===== src/rtl/leddc_scan_scheduler.sv =====
// leddc_scan_scheduler
//   Scanline scheduler for the LEDDC, running entirely on GCK. Displays one
//   bank of a ping-pong frame buffer (2 banks x N_LINE lines x N_CH words),
//   prefetching each line's grayscale words into the PWM shadow registers and
//   issuing pwm_load on the Vsync rising edge. Bank swaps happen only at the
//   frame wrap, so a displayed frame is never torn.
//
//   Build option: define LEDDC_SCAN_REV_EN to scan lines N_LINE-1 down to 0
//   (wrap 0 -> N_LINE-1). Undefined: ascending 0 -> N_LINE-1.
//
// Ports
//   GCK, rst            clock, asynchronous active-high reset
//   Vsync               scanline PWM window (GCK-synchronous)
//   frame_done          1-cycle pulse: writer finished bank wr_bank
//   sram_rd/sram_addr   read strobe, address {rd_bank, line, idx}
//   sram_q              read data, valid one cycle after sram_rd
//   gray_wr/idx/data    shadow-register write to the PWM engine
//   pwm_load            1-cycle pulse: shadow -> active, restart PWM
//   scan_line           line on display (updated with pwm_load)
//   wr_bank/rd_bank     bank being written / displayed
//   disp_en             high once the first frame has been accepted
//   frame_skip          1-cycle pulse: pending frame overwritten
//   underrun            sticky: Vsync rose before the prefetch finished
module leddc_scan_scheduler #(
  parameter int N_LINE = 32,
  parameter int N_CH   = 16,
  parameter int DW     = 16,
  parameter int AW     = 10
) (
  input  logic          GCK,
  input  logic          rst,
  input  logic          Vsync,
  input  logic          frame_done,
  output logic          sram_rd,
  output logic [AW-1:0] sram_addr,
  input  logic [DW-1:0] sram_q,
  output logic          gray_wr,
  output logic [3:0]    gray_idx,
  output logic [DW-1:0] gray_data,
  output logic          pwm_load,
  output logic [4:0]    scan_line,
  output logic          wr_bank,
  output logic          rd_bank,
  output logic          disp_en,
  output logic          frame_skip,
  output logic          underrun
);

  localparam int LW = $clog2(N_LINE);
  localparam int CW = $clog2(N_CH);

  localparam logic [2:0] S_IDLE  = 3'd0;
  localparam logic [2:0] S_FETCH = 3'd1;
  localparam logic [2:0] S_DRAIN = 3'd2;
  localparam logic [2:0] S_READY = 3'd3;
  localparam logic [2:0] S_SCAN  = 3'd4;

`ifdef LEDDC_SCAN_REV_EN
  localparam logic [LW-1:0] LINE_FIRST = '1;
  localparam logic [LW-1:0] LINE_LAST  = '0;
`else
  localparam logic [LW-1:0] LINE_FIRST = '0;
  localparam logic [LW-1:0] LINE_LAST  = '1;
`endif

  logic [2:0]    state_q,      state_d;
  logic [LW-1:0] line_q,       line_d;
  logic [CW-1:0] k_q,          k_d;
  logic          vs_q,         vs_d;
  logic          vs_pend_q,    vs_pend_d;
  logic          swap_pend_q,  swap_pend_d;
  logic          rd_bank_q,    rd_bank_d;
  logic          wr_bank_q,    wr_bank_d;
  logic          disp_en_q,    disp_en_d;
  logic          pwm_load_q,   pwm_load_d;
  logic [LW-1:0] scan_line_q,  scan_line_d;
  logic          frame_skip_q, frame_skip_d;
  logic          underrun_q,   underrun_d;
  logic          gray_wr_q,    gray_wr_d;
  logic [3:0]    gray_idx_q,   gray_idx_d;
  logic [DW-1:0] gray_data_q,  gray_data_d;

  logic rise, fall, wrap;

  assign rise = Vsync & ~vs_q;
  assign fall = ~Vsync & vs_q;
  assign wrap = (state_q == S_SCAN) && fall && (line_q == LINE_LAST);

  always_comb begin
    state_d      = state_q;
    line_d       = line_q;
    k_d          = k_q;
    vs_d         = Vsync;
    vs_pend_d    = vs_pend_q;
    swap_pend_d  = swap_pend_q;
    rd_bank_d    = rd_bank_q;
    wr_bank_d    = wr_bank_q;
    disp_en_d    = disp_en_q;
    pwm_load_d   = 1'b0;
    scan_line_d  = scan_line_q;
    frame_skip_d = 1'b0;
    underrun_d   = underrun_q;
    gray_wr_d    = 1'b0;
    gray_idx_d   = gray_idx_q;
    // Read data arrives one cycle after the strobe, so it is forwarded
    // combinationally and captured to hold once the burst ends.
    gray_data_d  = gray_wr_q ? sram_q : gray_data_q;

    // A frame_done coinciding with the wrap is consumed by the swap below.
    if ((state_q != S_IDLE) && frame_done && !wrap) begin
      swap_pend_d  = 1'b1;
      frame_skip_d = swap_pend_q;
    end

    case (state_q)
      S_IDLE: begin
        if (frame_done) begin
          rd_bank_d = wr_bank_q;
          wr_bank_d = ~wr_bank_q;
          disp_en_d = 1'b1;
          line_d    = LINE_FIRST;
          k_d       = '0;
          state_d   = S_FETCH;
        end
      end
      S_FETCH: begin
        gray_wr_d  = 1'b1;
        gray_idx_d = 4'(k_q);
        k_d        = k_q + 1'b1;
        if (k_q == '1) state_d = S_DRAIN;
        if (rise) begin
          vs_pend_d  = 1'b1;
          underrun_d = 1'b1;
        end
      end
      S_DRAIN: begin
        // An early rise loads on the first READY cycle; vs_pend stays set so
        // READY knows the load already happened and moves straight to SCAN.
        if (rise || vs_pend_q) begin
          pwm_load_d  = 1'b1;
          scan_line_d = line_q;
          vs_pend_d   = 1'b1;
        end
        if (rise) underrun_d = 1'b1;
        state_d = S_READY;
      end
      S_READY: begin
        if (vs_pend_q) begin
          vs_pend_d = 1'b0;
          state_d   = S_SCAN;
        end else if (rise) begin
          pwm_load_d  = 1'b1;
          scan_line_d = line_q;
          state_d     = S_SCAN;
        end
      end
      S_SCAN: begin
        if (fall) begin
`ifdef LEDDC_SCAN_REV_EN
          line_d = line_q - 1'b1;
`else
          line_d = line_q + 1'b1;
`endif
          k_d     = '0;
          state_d = S_FETCH;
          if (wrap && (swap_pend_q || frame_done)) begin
            rd_bank_d   = wr_bank_q;
            wr_bank_d   = rd_bank_q;
            swap_pend_d = 1'b0;
          end
        end
      end
      default: state_d = S_IDLE;
    endcase
  end

  always_ff @(posedge GCK or posedge rst) begin
    if (rst) begin
      state_q      <= S_IDLE;
      line_q       <= '0;
      k_q          <= '0;
      vs_q         <= 1'b0;
      vs_pend_q    <= 1'b0;
      swap_pend_q  <= 1'b0;
      rd_bank_q    <= 1'b0;
      wr_bank_q    <= 1'b0;
      disp_en_q    <= 1'b0;
      pwm_load_q   <= 1'b0;
      scan_line_q  <= '0;
      frame_skip_q <= 1'b0;
      underrun_q   <= 1'b0;
      gray_wr_q    <= 1'b0;
      gray_idx_q   <= '0;
      gray_data_q  <= '0;
    end else begin
      state_q      <= state_d;
      line_q       <= line_d;
      k_q          <= k_d;
      vs_q         <= vs_d;
      vs_pend_q    <= vs_pend_d;
      swap_pend_q  <= swap_pend_d;
      rd_bank_q    <= rd_bank_d;
      wr_bank_q    <= wr_bank_d;
      disp_en_q    <= disp_en_d;
      pwm_load_q   <= pwm_load_d;
      scan_line_q  <= scan_line_d;
      frame_skip_q <= frame_skip_d;
      underrun_q   <= underrun_d;
      gray_wr_q    <= gray_wr_d;
      gray_idx_q   <= gray_idx_d;
      gray_data_q  <= gray_data_d;
    end
  end

  assign sram_rd    = (state_q == S_FETCH);
  assign sram_addr  = sram_rd ? {rd_bank_q, line_q, k_q} : '0;
  assign gray_wr    = gray_wr_q;
  assign gray_idx   = gray_idx_q;
  assign gray_data  = gray_data_d;
  assign pwm_load   = pwm_load_q;
  assign scan_line  = 5'(scan_line_q);
  assign wr_bank    = wr_bank_q;
  assign rd_bank    = rd_bank_q;
  assign disp_en    = disp_en_q;
  assign frame_skip = frame_skip_q;
  assign underrun   = underrun_q;

endmodule


===== config.mk =====
export PLATFORM = sky130hd
export DESIGN_NAME = leddc_scan_scheduler
export DESIGN_NICKNAME = d
export VERILOG_FILES = /design/src/rtl/leddc_scan_scheduler.sv
export SDC_FILE = /design/constraint.sdc
export NUM_CORES = 1
export LEC_CHECK = 0
export ABC_AREA = 1
export BUFFER_PORTS_ARGS = -buffer_cell sky130_fd_sc_hd__buf_2
export CORE_MARGIN = 4
export CORE_UTILIZATION = 51
export CTS_BUF_LIST = sky130_fd_sc_hd__clkbuf_4 sky130_fd_sc_hd__clkbuf_8 sky130_fd_sc_hd__clkbuf_16
export CTS_CLUSTER_SIZE = 16
export DETAILED_ROUTE_END_ITERATION = 10
export PLACE_DENSITY_LB_ADDON = 0.2
export SYNTH_ARGS = -nofsm -noshare
export SYNTH_HDL_FRONTEND = slang
export SYNTH_SLANG_ARGS = --single-unit

===== constraint.sdc =====
create_clock -name GCK -period 2.4 [get_ports GCK]
set_clock_uncertainty 0.1 [all_clocks]
set_input_delay 0.72 -clock GCK [delete_from_list [all_inputs] [get_ports GCK]]
set_output_delay 0.72 -clock GCK [all_outputs]
set_load 0.05 [all_outputs]

==> results.sh, run 1 <==
export IMPL_status="finished, final reports clean"
export IMPL_ff2ff_path_depth=6
export IMPL_ff2ff_setup_slack_ps=900
export IMPL_nNetsFinal=310
export IMPL_routabilityCongestion=0.817
export IMPL_p_per_area_nw_per_um2=1550
export IMPL_leakage_nw=1.38
export IMPL_critical_path_class="reg2out"
export IMPL_grt_pass1_wl_mm=6.74
export IMPL_worstReg2RegEnd="scan_line[3]$_DFFE_PP0P_"
export IMPL_grt_max_degree=44
export IMPL_postRouteAntennaNets=0
export IMPL_fin_crit_sh=0.973
export IMPL_finalSetupTns_ps=0
export IMPL_ys_ff_latch=47
export IMPL_cts_tree="done"
export IMPL_dieArea_um2=5220
export IMPL_hold_class="in2async"
export IMPL_fin_util=0.652
export IMPL_wl_mm=4.02
export IMPL_ys_seq_area_frac=0.559
export IMPL_numClockSinks=47
export IMPL_die_h_um=72.3
export IMPL_cp_max_fo=8
export IMPL_areaGrowthSynthToFinish_pct=23.9
export IMPL_critical_path_slowest_cell="dfrtp_1"
export IMPL_slew_headroom=0.706
export IMPL_yosysTopAreaCell="dfrtp_1"
export IMPL_diodes=0
export IMPL_postSynthAreaPerCell_um2=9.62
export IMPL_clk_latency_ps=300
export IMPL_fp_dieW_um=72.3
export IMPL_portBuffers=62
export IMPL_syn_nets=242
export IMPL_cap_viol_max_count=0
export IMPL_cp_num_buf_inv=3
export IMPL_path_cells="inv_2 -> nand3_2 -> buf_4 -> nor2_1 -> buf_4"
export IMPL_final_cell_mix="52 x buf_2, 50 x nand2_1, 47 x dfrtp_1"
export IMPL_whs_ps=193
export IMPL_power_mw=4.05
export IMPL_cp_common_cell="buf_4"
export IMPL_cpPeakStageDelay_ps=420
export IMPL_avgRoutedWirePerCell_um=11.9
export IMPL_post_route_min_period_ps=2340
export IMPL_antenna_found_initial=0
export IMPL_synth_cell_area_um2=2110
export IMPL_vias_per_cell=4.75
export IMPL_h_tree_depth=2
export IMPL_ctsHoldBuffers=0
export IMPL_core_area_um2=4000
export IMPL_cts_buffers=5
export IMPL_cts_setup_buffers=0
export IMPL_grtUsageTotal=0.167
export IMPL_arrival_ps=1520
export IMPL_start_util=0.526
export IMPL_ioPinCount=63
export IMPL_max_freq_mhz=428
export IMPL_synthTopCellsByArea="dfrtp_1 56%, nand2_1 8.9%, mux2_2 8.6%"
export IMPL_mostFrequentLayoutCell="buf_2"
export IMPL_nFillCells=342
export IMPL_syn_inst=219
export IMPL_final_setup_viol_count=0
export IMPL_grt_pass1_vias=1514
export IMPL_hpwl_mm=3.07
export IMPL_cpLargestDelayFamily="buffers and inverters"
export IMPL_regToRegStartpoint="state_q[2]$_DFFE_PP0P_"
export IMPL_drc=0
export IMPL_clk_pin_slew_ps=90
export IMPL_maxSlewViolCount=0
export IMPL_synth_top_cell_area_share=0.559
export IMPL_endpoint_kind="output pin"
export IMPL_clock_path_buffers=2
export IMPL_netlist_cell_type_count=27
export IMPL_ir_drop_v=0.000770
export IMPL_vias=1607
export IMPL_start_kind="register"
export IMPL_worstMarginPinSlew_ps=439
export IMPL_dr_first_iter_drc_count=110
export IMPL_first_pass_iters=4
export IMPL_yosys_warnings=0
export IMPL_worstPathRequired_ps=1580
export IMPL_fp_row_count=23
export IMPL_hold_viol_final=0
export IMPL_clockRootBuffer="clkbuf_8"
export IMPL_grt_overflow_total=0
export IMPL_final_layout_size_suffix_gt1_frac=0.372
==> Yosys cell counts <==
master   number
nand2_1      50
dfrtp_1      47
inv_1        25
nor2_1       25
mux2_2       16
nand3_1      12
o21ai_0      12
ha_1          3
nand2_2       3
nand3_2       3
o21ai_1       3
o21ai_2       3
buf_2         2
buf_6         2
a21oi_1       1
a31oi_1       1
buf_4         1
inv_2         1
inv_4         1
nand2_4       1
nand4_1       1
nor2_2        1
nor2_4        1
nor3b_1       1
o31ai_1       1
or2_2         1
xor2_1        1
==> worst max path at each step <==
stage	start	end	cells past startpoint
finish	state_q[2]$_DFFE_PP0P_	sram_addr[4]	5
global route	state_q[2]$_DFFE_PP0P_	sram_addr[8]	5
CTS	state_q[2]$_DFFE_PP0P_	sram_addr[4]	5
detailed placement	sram_q[3]	gray_data[3]	3
global placement	sram_q[12]	gray_data[12]	3
floorplan	state_q[2]$_DFFE_PP0P_	sram_addr[0]	5
==> final cells by class <==
cell class	instances	area [um2]	area share
clock buffers	6	82.6	0.0316
clock inverters	2	16.3	0.00623
inverters	27	104	0.0398
multi-input cells	140	791	0.303
flip-flops and latches	47	1180	0.451
well taps	50	62.6	0.0240
repair buffers	66	378	0.145
==> stage by stage <==
stage               std cells  setup slack, ps  instance area, um2
floorplan                 219            -4.90                2110
global placement          330              286                2480
detailed placement        330              275                2480
CTS                       338             5.08                2610
global route              338            -8.33                2610
finish                    338             64.7                2610
==> sequential cells by signal, summed over array words and instances (netlist names) <==
signal,count
wr_bank,1
gray_wr,1
gray_data_q,16
disp_en,1
state_q,3
rd_bank,1
frame_skip,1
gray_idx,4
scan_line,5
pwm_load,1
underrun,1
swap_pend_q,1
vs_pend_q,1
k_q,4
line_q,5
vs_q,1
==> kinds of logic after synthesis <==
family | count (synthesis) | share of synthesized area
muxes | 16 | 0.0856
buffers and inverters | 32 | 0.0683
DFF | 47 | 0.559
adders and majority gates | 3 | 0.0178
xor gates and xnor gates | 1 | 0.00416
AOI/OAI and AO/OA | 21 | 0.0570
and+or+nand+nor | 99 | 0.209
==> metal layers <==
metal,GRT usage,vias to the layer above,wire [um]
met1,0.216,720,1890
met3,0.0388,6,320
met2,0.262,51,1740
li1,-,830,-
met5,0,-,0
met4,0.0877,0,70
==> power breakdown <==
part           switching (mW)  internal (mW)  total [mW]
Combinational            1.71          0.616        2.32
Sequential              0.148           1.09        1.23
Clock                   0.257          0.235       0.492
==> timing repair <==
| action | in CTS | in global routing |
|---|---|---|
| resized for setup | 10 | 1 |
| setup endpoints to repair | 10 | 10 |
| pin swaps | 0 | 0 |
No activity file was read; power rests on OpenSTA's default activity.
==> run 2: changes to the inputs <==
Settings changed: ABC_AREA 1 to not set.
==> results.sh, run 2 <==
export IMPL_hold_viol_final=0
export IMPL_finalSetupTns_ps=0
export IMPL_areaGrowthSynthToFinish_pct=27.7
export IMPL_fp_dieW_um=72.0
export IMPL_cts_tree="done"
export IMPL_status="finished, final reports clean"
export IMPL_multi_input_area_um2=882
export IMPL_postSynthAreaPerCell_um2=11.9
export IMPL_vias_per_cell=5.19
export IMPL_clk_pin_slew_ps=80
export IMPL_critical_path_class="reg2out"
export IMPL_syn_nets=199
export IMPL_clk_latency_ps=290
export IMPL_routabilityCongestion=0.814
export IMPL_mostFrequentLayoutCell="buf_2"
export IMPL_nNetsFinal=267
export IMPL_maxSlewViolCount=0
export IMPL_first_pass_iters=4
export IMPL_ff2ff_setup_slack_ps=380
export IMPL_grt_pass1_vias=1444
export IMPL_final_setup_viol_count=0
export IMPL_final_layout_size_suffix_gt1_frac=0.478
export IMPL_wl_mm=3.96
export IMPL_ctsHoldBuffers=0
export IMPL_clock_path_buffers=2
export IMPL_largest_reg_flops=16
export IMPL_fin_cells=295
export IMPL_cp_max_fo=6
export IMPL_cpPeakStageDelay_ps=400
export IMPL_cpLargestDelayFamily="buffers and inverters"
export IMPL_synth_cell_area_um2=2090
export IMPL_core_area_um2=3970
export IMPL_ys_seq_area_frac=0.563
export IMPL_synthFlopType="dfrtp_1"
export IMPL_regMostFlops="gray_data_q"
export IMPL_yosysTopAreaCell="dfrtp_1"
export IMPL_max_freq_mhz=428
export IMPL_portBuffers=62
export IMPL_cp_num_buf_inv=2
export IMPL_grt_max_degree=27
export IMPL_whs_ps=357
export IMPL_cts_buffers=5
export IMPL_crit_cells=4
export IMPL_synth_commonest_cells="47 x dfrtp_1, 28 x mux2_2, 14 x nand2_1"
export IMPL_regToRegStartpoint="line_q[0]$_DFFE_PP0P_"
export IMPL_worstPathRequired_ps=1580
export IMPL_final_cell_mix="55 x buf_2, 46 x dfrtp_1, 28 x mux2_2"
export IMPL_ioPinCount=63
export IMPL_post_route_min_period_ps=2340
export IMPL_grtUsageTotal=0.167
export IMPL_postRouteAntennaNets=0
export IMPL_cts_resized_gates=0
export IMPL_cap_viol_max_count=0
export IMPL_diodes=0
export IMPL_crit_start="state_q[1]$_DFFE_PP0P_"
export IMPL_synthTopCellsByArea="dfrtp_1 56%, mux2_2 15%, and2_1 3.0%"
export IMPL_grt_pass1_wl_mm=6.74
export IMPL_critical_path_slowest_cell="dfrtp_1"
export IMPL_dr_first_iter_drc_count=66
export IMPL_grt_overflow_total=0
export IMPL_synth_top_cell_area_share=0.563
export IMPL_slew_headroom=0.642
export IMPL_clockRootBuffer="clkbuf_8"
export IMPL_path_cells="nor3b_2 -> buf_4 -> and2_2 -> buf_2"
export IMPL_die_h_um=72.0
export IMPL_async_reset_ff_frac=1.00
export IMPL_setup_worst_path_end="sram_addr[6]"
export IMPL_dieArea_um2=5190
export IMPL_cts_setup_buffers=0
export IMPL_nFillCells=314
export IMPL_arrival_ps=1520
export IMPL_numClockSinks=47
export IMPL_placed_cells=287
export IMPL_regArea_um2=1180
export IMPL_hold_class="in2async"
export IMPL_yosysMostFrequentCell="dfrtp_1"
export IMPL_vias=1532
export IMPL_avgRoutedWirePerCell_um=13.4
export IMPL_ff2ff_path_depth=6
export IMPL_h_tree_depth=2
export IMPL_hpwl_mm=2.97
export IMPL_yosys_warnings=0
export IMPL_ys_ff_latch=47
export IMPL_start_kind="register"
export IMPL_netlist_cell_type_count=38
export IMPL_drc=0
export IMPL_rsz0062_at_grt="false"
export IMPL_synth_edf_count=0
export IMPL_start_util=0.526
export IMPL_worstMarginPinSlew_ps=537
export IMPL_syn_inst=176
export IMPL_fp_row_count=23
export IMPL_endpoint_kind="output pin"
export IMPL_antenna_found_initial=0
export IMPL_fin_crit_sh=0.973
export IMPL_worstReg2RegEnd="rd_bank$_DFFE_PP0P_"
==> run 2: changes by cell type after synthesis, sizes merged, moves of 5 or more <==
cell | previous run | this run
and2 | 0 | 10
a21oi | 1 | 7
nor2 | 27 | 5
clkbuf | 0 | 5
nand3 | 15 | 4
o21ai | 18 | 11
inv | 27 | 3
nand2 | 54 | 14
mux2 | 16 | 28
==> run 2: cell families (layout without fill, tap and decap cells) <==
group / Yosys count / count (layout) / share of synthesized area
adder cells (fa/ha/maj): 3 / 3 / 0.0180
buffers and inverters: 11 / 80 / 0.0204
flip-flops: 47 / 47 / 0.563
AND/OR/NAND/NOR: 53 / 53 / 0.140
XOR/XNOR: 1 / 1 / 0.00419
multiplexers: 30 / 30 / 0.160
AO/OA/AOI/OAI: 31 / 31 / 0.0940
==> run 2: metal layers <==
metal	routed length, um	global-route usage
met2	1860	0.267
met5	0	0
met1	1730	0.219
met3	306	0.0499
met4	57	0.0564
==> run 2: layout make-up <==
cell class | count | area share
multi-input cells | 118 | 0.331
inverters | 3 | 0.00422
well taps | 50 | 0.0234
clock inverters | 3 | 0.0253
clock buffers | 5 | 0.0258
repair buffers | 69 | 0.149
flip-flops and latches | 47 | 0.442
==> run 2: worst min path at each step <==
| stage | from | endpoint |
|---|---|---|
| after floorplan | line_q[4]$_DFFE_PP0P_ | line_q[4]$_DFFE_PP0P_ |
| after global placement | underrun$_DFFE_PP0P_ | underrun$_DFFE_PP0P_ |
| after detailed placement | underrun$_DFFE_PP0P_ | underrun$_DFFE_PP0P_ |
| after CTS | rst | gray_data_q[9]$_DFF_PP0_ |
| after global routing | underrun$_DFFE_PP0P_ | underrun$_DFFE_PP0P_ |
| final | rst | gray_data_q[9]$_DFF_PP0_ |
==> run 2: metrics by stage <==
step                setup WS (ps)  area, um2   util
floorplan                    1.50       2110      -
global placement              200       2510  0.632
detailed placement            186       2510  0.632
CTS                          20.6       2650  0.666
global route                 3.57       2670  0.672
finish                       64.0       2670  0.672
Power of run 2 is not shown: default switching activity piles up to over one toggle a cycle in this logic, so the estimate is an artifact.
==> run 3: changes to the inputs <==
--- a/config.mk
+++ b/config.mk
@@ -13,4 +13,5 @@
 export DETAILED_ROUTE_END_ITERATION = 10
 export PLACE_DENSITY_LB_ADDON = 0.2
+export SLEW_MARGIN = 25
 export SYNTH_ARGS = -nofsm -noshare
 export SYNTH_HDL_FRONTEND = slang
==> constraint.sdc (replaced) <==
create_clock -name GCK -period 2.4 [get_ports GCK]
set_clock_uncertainty 0.1 [all_clocks]
set_input_delay 0.48 -clock GCK [delete_from_list [all_inputs] [get_ports GCK]]
set_output_delay 0.48 -clock GCK [all_outputs]
set_load 0.05 [all_outputs]
==> results.sh, run 3 (synthesis gave the netlist of run 2 again) <==
export IMPL_status="finished, final reports clean"
export IMPL_slew_headroom=0.619
export IMPL_endpoint_kind="output pin"
export IMPL_dieArea_um2=5190
export IMPL_cts_tree="done"
export IMPL_h_tree_depth=2
export IMPL_cts_setup_buffers=0
export IMPL_dr_first_iter_drc_count=48
export IMPL_fp_dieW_um=72.0
export IMPL_hold_viol_final=0
export IMPL_cp_max_fo=18
export IMPL_rsz0062_at_grt="false"
export IMPL_cpLargestDelayFamily="flip-flops"
export IMPL_path_cells="nor3b_2 -> buf_12 -> and2_1 -> buf_2"
export IMPL_critical_path_slowest_cell="dfrtp_1"
export IMPL_maxSlewViolCount=0
export IMPL_nNetsFinal=266
export IMPL_placed_cells=286
export IMPL_cts_resized_gates=0
export IMPL_avgRoutedWirePerCell_um=13.6
export IMPL_portBuffers=62
export IMPL_first_pass_iters=4
export IMPL_grt_max_degree=48
export IMPL_clockRootBuffer="clkbuf_8"
export IMPL_grt_pass1_wl_mm=6.87
export IMPL_fin_util=0.652
export IMPL_drc=0
export IMPL_clock_path_buffers=2
export IMPL_vias_per_cell=5.22
export IMPL_cp_num_buf_inv=2
export IMPL_finalSetupTns_ps=0
export IMPL_clk_pin_slew_ps=80
export IMPL_largest_reg_flops=16
export IMPL_areaGrowthSynthToFinish_pct=23.8
export IMPL_grt_overflow_total=0
export IMPL_start_util=0.526
export IMPL_postRouteAntennaNets=0
export IMPL_hold_class="in2async"
export IMPL_max_freq_mhz=442
export IMPL_post_route_min_period_ps=2260
export IMPL_ctsHoldBuffers=0
export IMPL_grtUsageTotal=0.166
export IMPL_final_setup_viol_count=0
export IMPL_whs_ps=219
export IMPL_grt_pass1_vias=1530
export IMPL_final_layout_size_suffix_gt1_frac=0.434
export IMPL_cts_buffers=5
export IMPL_worstPathRequired_ps=1820
export IMPL_cpPeakStageDelay_ps=500
export IMPL_arrival_ps=1680
export IMPL_worstMarginPinSlew_ps=572
export IMPL_vias=1536
export IMPL_cap_viol_max_count=0
export IMPL_diodes=0
export IMPL_die_h_um=72.0
export IMPL_fin_crit_sh=0.943
export IMPL_routabilityCongestion=0.768
export IMPL_fp_row_count=23
export IMPL_antenna_found_initial=0
export IMPL_final_cell_mix="62 x buf_2, 47 x dfrtp_1, 28 x mux2_2"
export IMPL_core_area_um2=3970
export IMPL_ioPinCount=63
export IMPL_nFillCells=331
export IMPL_start_kind="register"
export IMPL_wl_mm=3.99
export IMPL_clk_latency_ps=300
export IMPL_mostFrequentLayoutCell="buf_2"
export IMPL_critical_path_class="reg2out"
export IMPL_fin_cells=294
export IMPL_hpwl_mm=2.96
export IMPL_numClockSinks=47
export IMPL_regMostFlops="gray_data_q"
## run 3: cell types whose count changed in the layout (fill, tap and decap cells not counted), sizes merged
cell | previous run | this run
buf | 62 | 68
bufinv | 2 | 0
clkbuf | 12 | 6
clkinv | 0 | 1
## run 3: worst min-delay path: stages
cell and delay (ps):
buf_2 100, inv_2 30, buf_4 470
## run 3: final cells by class
| cell class | count | area, um2 | share of cell area |
|---|---|---|---|
| flip-flops and latches | 47 | 1180 | 0.455 |
| clock buffers | 6 | 82.6 | 0.0319 |
| repair buffers | 68 | 368 | 0.142 |
| multi-input cells | 118 | 871 | 0.337 |
| inverters | 3 | 11.3 | 0.00435 |
| clock inverters | 2 | 16.3 | 0.00629 |
| well taps | 50 | 62.6 | 0.0242 |
## run 3: final timing paths
path / from / endpoint / slack (ps) / depth (start not counted)
max: state_q[0]$_DFFE_PP0P_ / sram_addr[8] / 140 / 4
min: rst / gray_data_q[8]$_DFF_PP0_ / 220 / 3
max reg2reg: line_q[0]$_DFFE_PP0P_ / rd_bank$_DFFE_PP0P_ / 380 / 6
min reg2reg: disp_en$_DFFE_PP0P_ / disp_en$_DFFE_PP0P_ / 360 / 1
max in group asynchronous: rst / underrun$_DFFE_PP0P_ / 1600 / 3
min in group GCK: Vsync / vs_q$_DFF_PP0_ / 260 / 1
## run 3: stage by stage
stage	worst slack (ps)	instance area [um2]
after floorplan	40.3	2090
after global placement	404	2490
after detailed placement	391	2490
after CTS	123	2590
after global routing	20.3	2590
final	136	2590
## run 3: layer usage
layer	routed length (um)	track usage	up-vias
li1	-	-	745
met1	1760	0.205	741
met2	1890	0.289	44
met3	299	0.0443	6
met4	44	0.0438	0
met5	0	0	-
Power of run 3 is left out for the same reason.
